===== config.mk =====
export PLATFORM = sky130hd
export DESIGN_NAME = matmul_out_serializer
export DESIGN_NICKNAME = d
export VERILOG_FILES = /design/src/rtl/matmul_out_serializer.sv
export SDC_FILE = /design/constraint.sdc
export NUM_CORES = 2
export LEC_CHECK = 0
export ABC_AREA = 1
export BUFFER_PORTS_ARGS = -buffer_cell sky130_fd_sc_hd__buf_2
export CORE_AREA = 2 2 606 608
export CTS_BUF_LIST = sky130_fd_sc_hd__clkbuf_4 sky130_fd_sc_hd__clkbuf_8
export DETAILED_ROUTE_END_ITERATION = 10
export DIE_AREA = 0 0 608 610
export SETUP_SLACK_MARGIN = 0.1
export SYNTH_ARGS = -nofsm -noshare
export SYNTH_HDL_FRONTEND = slang
export SYNTH_SLANG_ARGS = --single-unit

===== constraint.sdc =====
create_clock -name clk -period 2.4 [get_ports clk]
set_input_delay 0.48 -clock clk [delete_from_list [all_inputs] [get_ports clk]]
set_output_delay 0.48 -clock clk [all_outputs]
set_load 0.05 [all_outputs]

===== src/rtl/matmul_out_serializer.sv =====
// Result-tile serializer: captures all result vectors of a tile in one cycle and
// streams them one vector per beat over valid/ready, counting tiles and flagging drops.
module matmul_out_serializer #(
    parameter int WIDTH_OUT     = 16,
    parameter int CHUNK_SIZE    = 4,
    parameter int NUM_CORES_A   = 4,
    parameter int NUM_CORES_B   = 1,
    parameter int TOTAL_MODULES = 2,
    parameter int TOTAL_INPUT_W = 2,
    parameter int CNT_W         = 16,
    localparam int OUT_W = WIDTH_OUT * CHUNK_SIZE * NUM_CORES_A * NUM_CORES_B * TOTAL_MODULES,
    localparam int IDX_W = (TOTAL_INPUT_W > 1) ? $clog2(TOTAL_INPUT_W) : 1
) (
    input  logic             clk,
    input  logic             rst,
    input  logic             in_valid,
    input  logic [OUT_W-1:0] in_data [TOTAL_INPUT_W],
    output logic             in_ready,
    output logic             m_valid,
    input  logic             m_ready,
    output logic [OUT_W-1:0] m_data,
    output logic [IDX_W-1:0] m_idx,
    output logic             m_last,
    output logic             overflow,
    output logic [CNT_W-1:0] tile_cnt
);

    localparam logic [IDX_W-1:0] LAST_IDX = IDX_W'(TOTAL_INPUT_W - 1);

    typedef enum logic {IDLE, SEND} state_t;

    state_t           state;
    logic [OUT_W-1:0] cap_buf [TOTAL_INPUT_W];
    logic [IDX_W-1:0] idx;
    logic             at_last;
    logic             hs;

    // Output beat is a pure mux of the registered capture buffer.
    assign at_last  = (idx == LAST_IDX);
    assign m_valid  = (state == SEND);
    assign m_last   = m_valid & at_last;
    assign m_idx    = idx;
    assign m_data   = cap_buf[idx];
    assign hs       = m_valid & m_ready;
    assign in_ready = (state == IDLE) | (hs & at_last);

    always_ff @(posedge clk) begin
        if (rst) begin
            state    <= IDLE;
            idx      <= '0;
            overflow <= 1'b0;
            tile_cnt <= '0;
            for (int i = 0; i < TOTAL_INPUT_W; i++) begin
                cap_buf[i] <= '0;
            end
        end else begin
            // A tile offered while busy is dropped; only the sticky flag records it.
            if (in_valid && !in_ready) begin
                overflow <= 1'b1;
            end

            case (state)
                IDLE: begin
                    if (in_valid) begin
                        cap_buf <= in_data;
                        idx     <= '0;
                        state   <= SEND;
                    end
                end
                SEND: begin
                    if (hs) begin
                        if (!at_last) begin
                            idx <= idx + IDX_W'(1);
                        end else begin
                            tile_cnt <= tile_cnt + CNT_W'(1);
                            idx      <= '0;
                            if (in_valid) begin
                                cap_buf <= in_data;
                            end else begin
                                state <= IDLE;
                            end
                        end
                    end
                end
                default: state <= IDLE;
            endcase
        end
    end

endmodule


# Yosys cells after proc, flatten, opt, wreduce, memory -nomap -nowiden
# Index checks and enable logic that the tools add are counted.
# totals
input_bits	1028
elab_cells	38
ff_bits	1043
# classes
bitwise_logic	6
order_cmp	1
n_reduce_logical	5
n_eq_ne	3
n_mux	15
add_sub_neg	2
# op_table
cell	count
1024-bit two-way mux	3
1024-bit one-hot mux with 2 select lines	1
512-bit two-way mux	3
16-bit by 1-bit adder with 16-bit output (second input constant)	1
1-bit two-way mux	6
2-bit by 1-bit inequality test with 1-bit output (second input constant)	2
1-bit one-hot mux with 2 select lines	2
2-bit AND reduction	2
1-bit AND	3
3-bit AND reduction	1
2-bit greater-or-equal comparator (second input constant)	1
2-bit inequality test (second input constant)	1
1-bit inverter with 2-bit output	1
1-bit adder (second input constant)	1
1-bit logical AND	1
1-bit logical NOT	1
1-bit inverter	1
1-bit bitwise OR	1

# Depth between registers and ports, before layout
# depth
word_depth	5
ltp_mapped	9
ltp_nobuf	8

# Least setup slack after synthesis
# OpenSTA, ideal clock, no wires.
# synth_timing
kind	flip-flop to output port
start	register idx, in the netlist m_idx
end	output m_data[445]
path_stages_with_launch	6
path_buffers	3
t_required_ps	1920
setup_slack_ps	-70
t_arrival_ps	1990
cell_sequence	dfxtp_1 -> clkbuf_1 -> clkbuf_1 -> clkbuf_1 -> nand2_1 -> nand2_1
# synth_between
elab_chain_cells	4
# synth_rtl
element	line_no	source
start, declared	34	logic [IDX_W-1:0] idx;
start signal, assigned	73	idx <= idx + IDX_W'(1);
1-bit inverter with 2-bit output (not written as such)	43	assign m_data = cap_buf[idx];
512-bit two-way mux (not written as such) (3 in a row)	43	
end, declared	21	output logic [OUT_W-1:0] m_data,
# No other way between the ends. The select of a mux whose other input is x is not followed.

# Worst setup path after layout
# layout_timing
start	register idx, in the netlist m_idx
end	output m_data[414]
# The elaborated chain is that of the path after synthesis.

==> summary.md <==
| Metric | Value |
|---|---|
| Syn_nets | `7255` |
| Root Buffer | `clkbuf_8` |
| Setup CP Type | `reg -> out` |
| Setup WS post-layout | `-665 ps` |
| Failing checks | `negative setup slack` |
| Static Leakage | `37.6 nW` |
| Grt ovf | `0` |
| Worst Path Max Fanout | `14` |
| Final ANT Viol Nets | `0` |
| Most common cell after layout, fill and taps aside | `nor2_1` |
| Setup TNS Final | `-356580 ps` |
| Switching power | `20.2 mW` |
| Fill cells | `39200` |
| Worst slew margin | `0.522` |
| Num CTS Buffers | `203` |
| TritonCTS clock tree | `done` |
| Later-pin clock latency in the skew report | `970 ps` |
| Initial cell density of the core | `0.115` |
| Fin crit period | `3070 ps` |
| Synth area leader | `dfxtp_1` |
| Final setup viols | `1285` |
| Top cells by area, synth | `dfxtp_1 50%, nor2_1 19%, nand2_1 14%, o21ai_0 12%, clkbuf_1 2.9%` |
| Clock transition at path regs | `70 ps` |
| R2R depth | `12` |
| Final wirelength | `357000 um` |
| GP Congestion | `0.986` |
| Mean routed wirelength per cell | `25.3 um` |
| Max-slew violations | `0` |
| Via-to-Cell Ratio | `3.98` |
| Maximum vdd drop | `423 uV` |
| Actual slew at the worst max-slew pin | `709 ps` |
| Yosys top cell area share | `0.498` |
| Vert. Die Dim | `610 um` |
| Detail Placement HPWL | `271000 um` |
| Commonest cells after routing, fill and taps aside | `2081 x nor2_1, 1061 x buf_2, 1042 x dfxtp_1, 1036 x dlygate4sd3_1, 1027 x o21ai_0` |
| Yosys reg bits | `1043` |
| Crit path DAT | `2590 ps` |
| Seq/Total Area, Yosys | `0.498` |
| Clock network power share | `0.359` |
| # rows | `222` |
| Nets | `10100` |
| I/O Buffers | `1560` |
| Combinational share of power | `0.294` |
| CP Capture Type | `output port` |
| Initial antenna violation count | `149` |
| Internal power | `37.3 mW` |
| Crit start category | `register` |
| Hold Crit Class | `in -> reg` |
| H-tree depth | `4` |
| Vias in the first global route | `53600` |
| Sw Share | `0.351` |
| First-pass DRT Iterations | `6` |
| Post-Syn Area | `41900 sq um` |
| Via count | `56100` |
| Top Ports | `1561` |
| Clk sink count | `1043` |
| DRT iter0 DRCs | `5205` |
| DIE AREA | `371000 sq um` |
| Hold path depth | `4` |
| Layout cells sized above 1 | `0.331` |
| Syn Area/Cell | `6.73 sq um` |
| GRT Util Overall | `0.178` |
| Setup Skew | `59.9 ps` |
| Sequential Power Share | `0.347` |
| Synth-to-layout area growth | `106%` |
| Placed Cells | `12500` |
| Pwr dens | `667 nW/um^2` |
| Setup slack after placement | `-201 ps` |
| FMAX | `326 MHz` |
| Number of remaining DRC errors | `0` |
| Syn Inst Count | `6226` |
| Synth cell types | `22` |
| Chip Width | `608 um` |
| Max clock buf depth | `4` |
| Placement Cell Area | `63300 sq um` |
| Core Footprint | `364000 sq um` |
| Final period util | `1.28` |
| Final Hold Viols | `0` |
| Synth Warn # | `0` |
| RSZ-0062 raised after global routing | `true` |
| First-pass GRT wire length | `457000 um` |
| Final Cell Area | `86200 sq um` |
| Worst hold slack | `217 ps` |
| Largest net degree at the start of global routing | `81` |
| Critical path required time | `1920 ps` |
| Max-cap violations | `0` |
| Status | `finished, violations left` |
| Layout Cells excl Fill | `14100` |
==> Yosys cell counts (all sizes together) <==
| master | n |
|---|---|
| a211oi | 1 |
| a21oi | 10 |
| and2 | 1 |
| buf | 127 |
| clkbuf | 327 |
| dfxtp | 1043 |
| ha | 1 |
| inv | 15 |
| nand2 | 1574 |
| nand3 | 11 |
| nand4 | 2 |
| nor2 | 2081 |
| nor3 | 2 |
| nor3b | 1 |
| o21a | 3 |
| o21ai | 1027 |
==> layout make-up <==
| class | instances | area (sq um) | share of cell area |
|---|---|---|---|
| Antenna cell | 97 | 243 | 0.00282 |
| Clock buffer | 295 | 3790 | 0.0440 |
| Sequential cell | 1043 | 20900 | 0.242 |
| Timing Repair Buffer | 3059 | 31500 | 0.365 |
| Tap cell | 4816 | 6030 | 0.0699 |
| Multi-Input combinational cell | 4714 | 22900 | 0.266 |
| Inverter | 15 | 87.6 | 0.00102 |
| Clock inverter | 67 | 767 | 0.00890 |
==> cell families (layout without fill, tap and decap cells) <==
family,count (synthesis),count (layout),synth area share
other,0,97,0
flip-flops,1043,1043,0.498
adder cells (fa/ha/maj),1,1,0.000298
AO/OA/AOI/OAI,1041,1041,0.125
AND/OR/NAND/NOR,3672,3672,0.330
buffers and inverters,469,3436,0.0472
==> worst paths after layout <==
kind                     start           end  slack, ps
setup / recovery         m_idx   m_data[414]       -670
hold / removal    in_data[236]  cap_buf[236]        220
setup reg to reg         m_idx  cap_buf[698]       -480
hold reg to reg       overflow      overflow        470
==> sequential cells by signal, indices dropped and copies added (netlist names) <==
register,flops
overflow,1
tile_cnt,16
cap_buf,1024
m_idx,1
m_valid,1
==> power groups by stage <==
| stage | registers (mW) | clock network, mW | logic (mW) |
|---|---|---|---|
| floorplan | 19.6 | 0 | 6.22 |
| global placement | 20.1 | 0 | 13.3 |
| detailed placement | 20.2 | 0 | 13.3 |
| CTS | 19.8 | 21.2 | 15.8 |
| global route | 20.1 | 21.9 | 17.7 |
| finish | 19.9 | 20.7 | 16.9 |
==> routing by layer <==
metal  GRT usage  wire (um)
met3      0.0531      32100
met1       0.209     139000
met5           0        321
met2       0.293     164000
met4      0.0909      21500
==> worst max-delay path: stages (launching register included) <==
cell	delay, ps
dfxtp_4	370
buf_8	140
inv_16	80
buf_16	150
buf_16	170
buf_16	190
nand2_1	100
nand2_4	150
buf_12	160
==> metrics by stage <==
step                total power, mW   util
finish                         57.5  0.237
global route                   59.7  0.236
CTS                            56.8  0.223
detailed placement             33.4  0.174
global placement               33.4  0.174
floorplan                      25.8      -
==> repair_timing <==
action / 4_1_cts / 5_1_grt
resized for setup: 538 / 1018
endpoints found under the hold margin: 1042 / 0
cloned: 29 / 27
hold buffers: 1036 / 0
endpoints found under the setup margin: 543 / 1543
buffers inserted: 39 / 38
pin swaps: 35 / 174
Note: power is estimated with default switching activity, not from simulation.
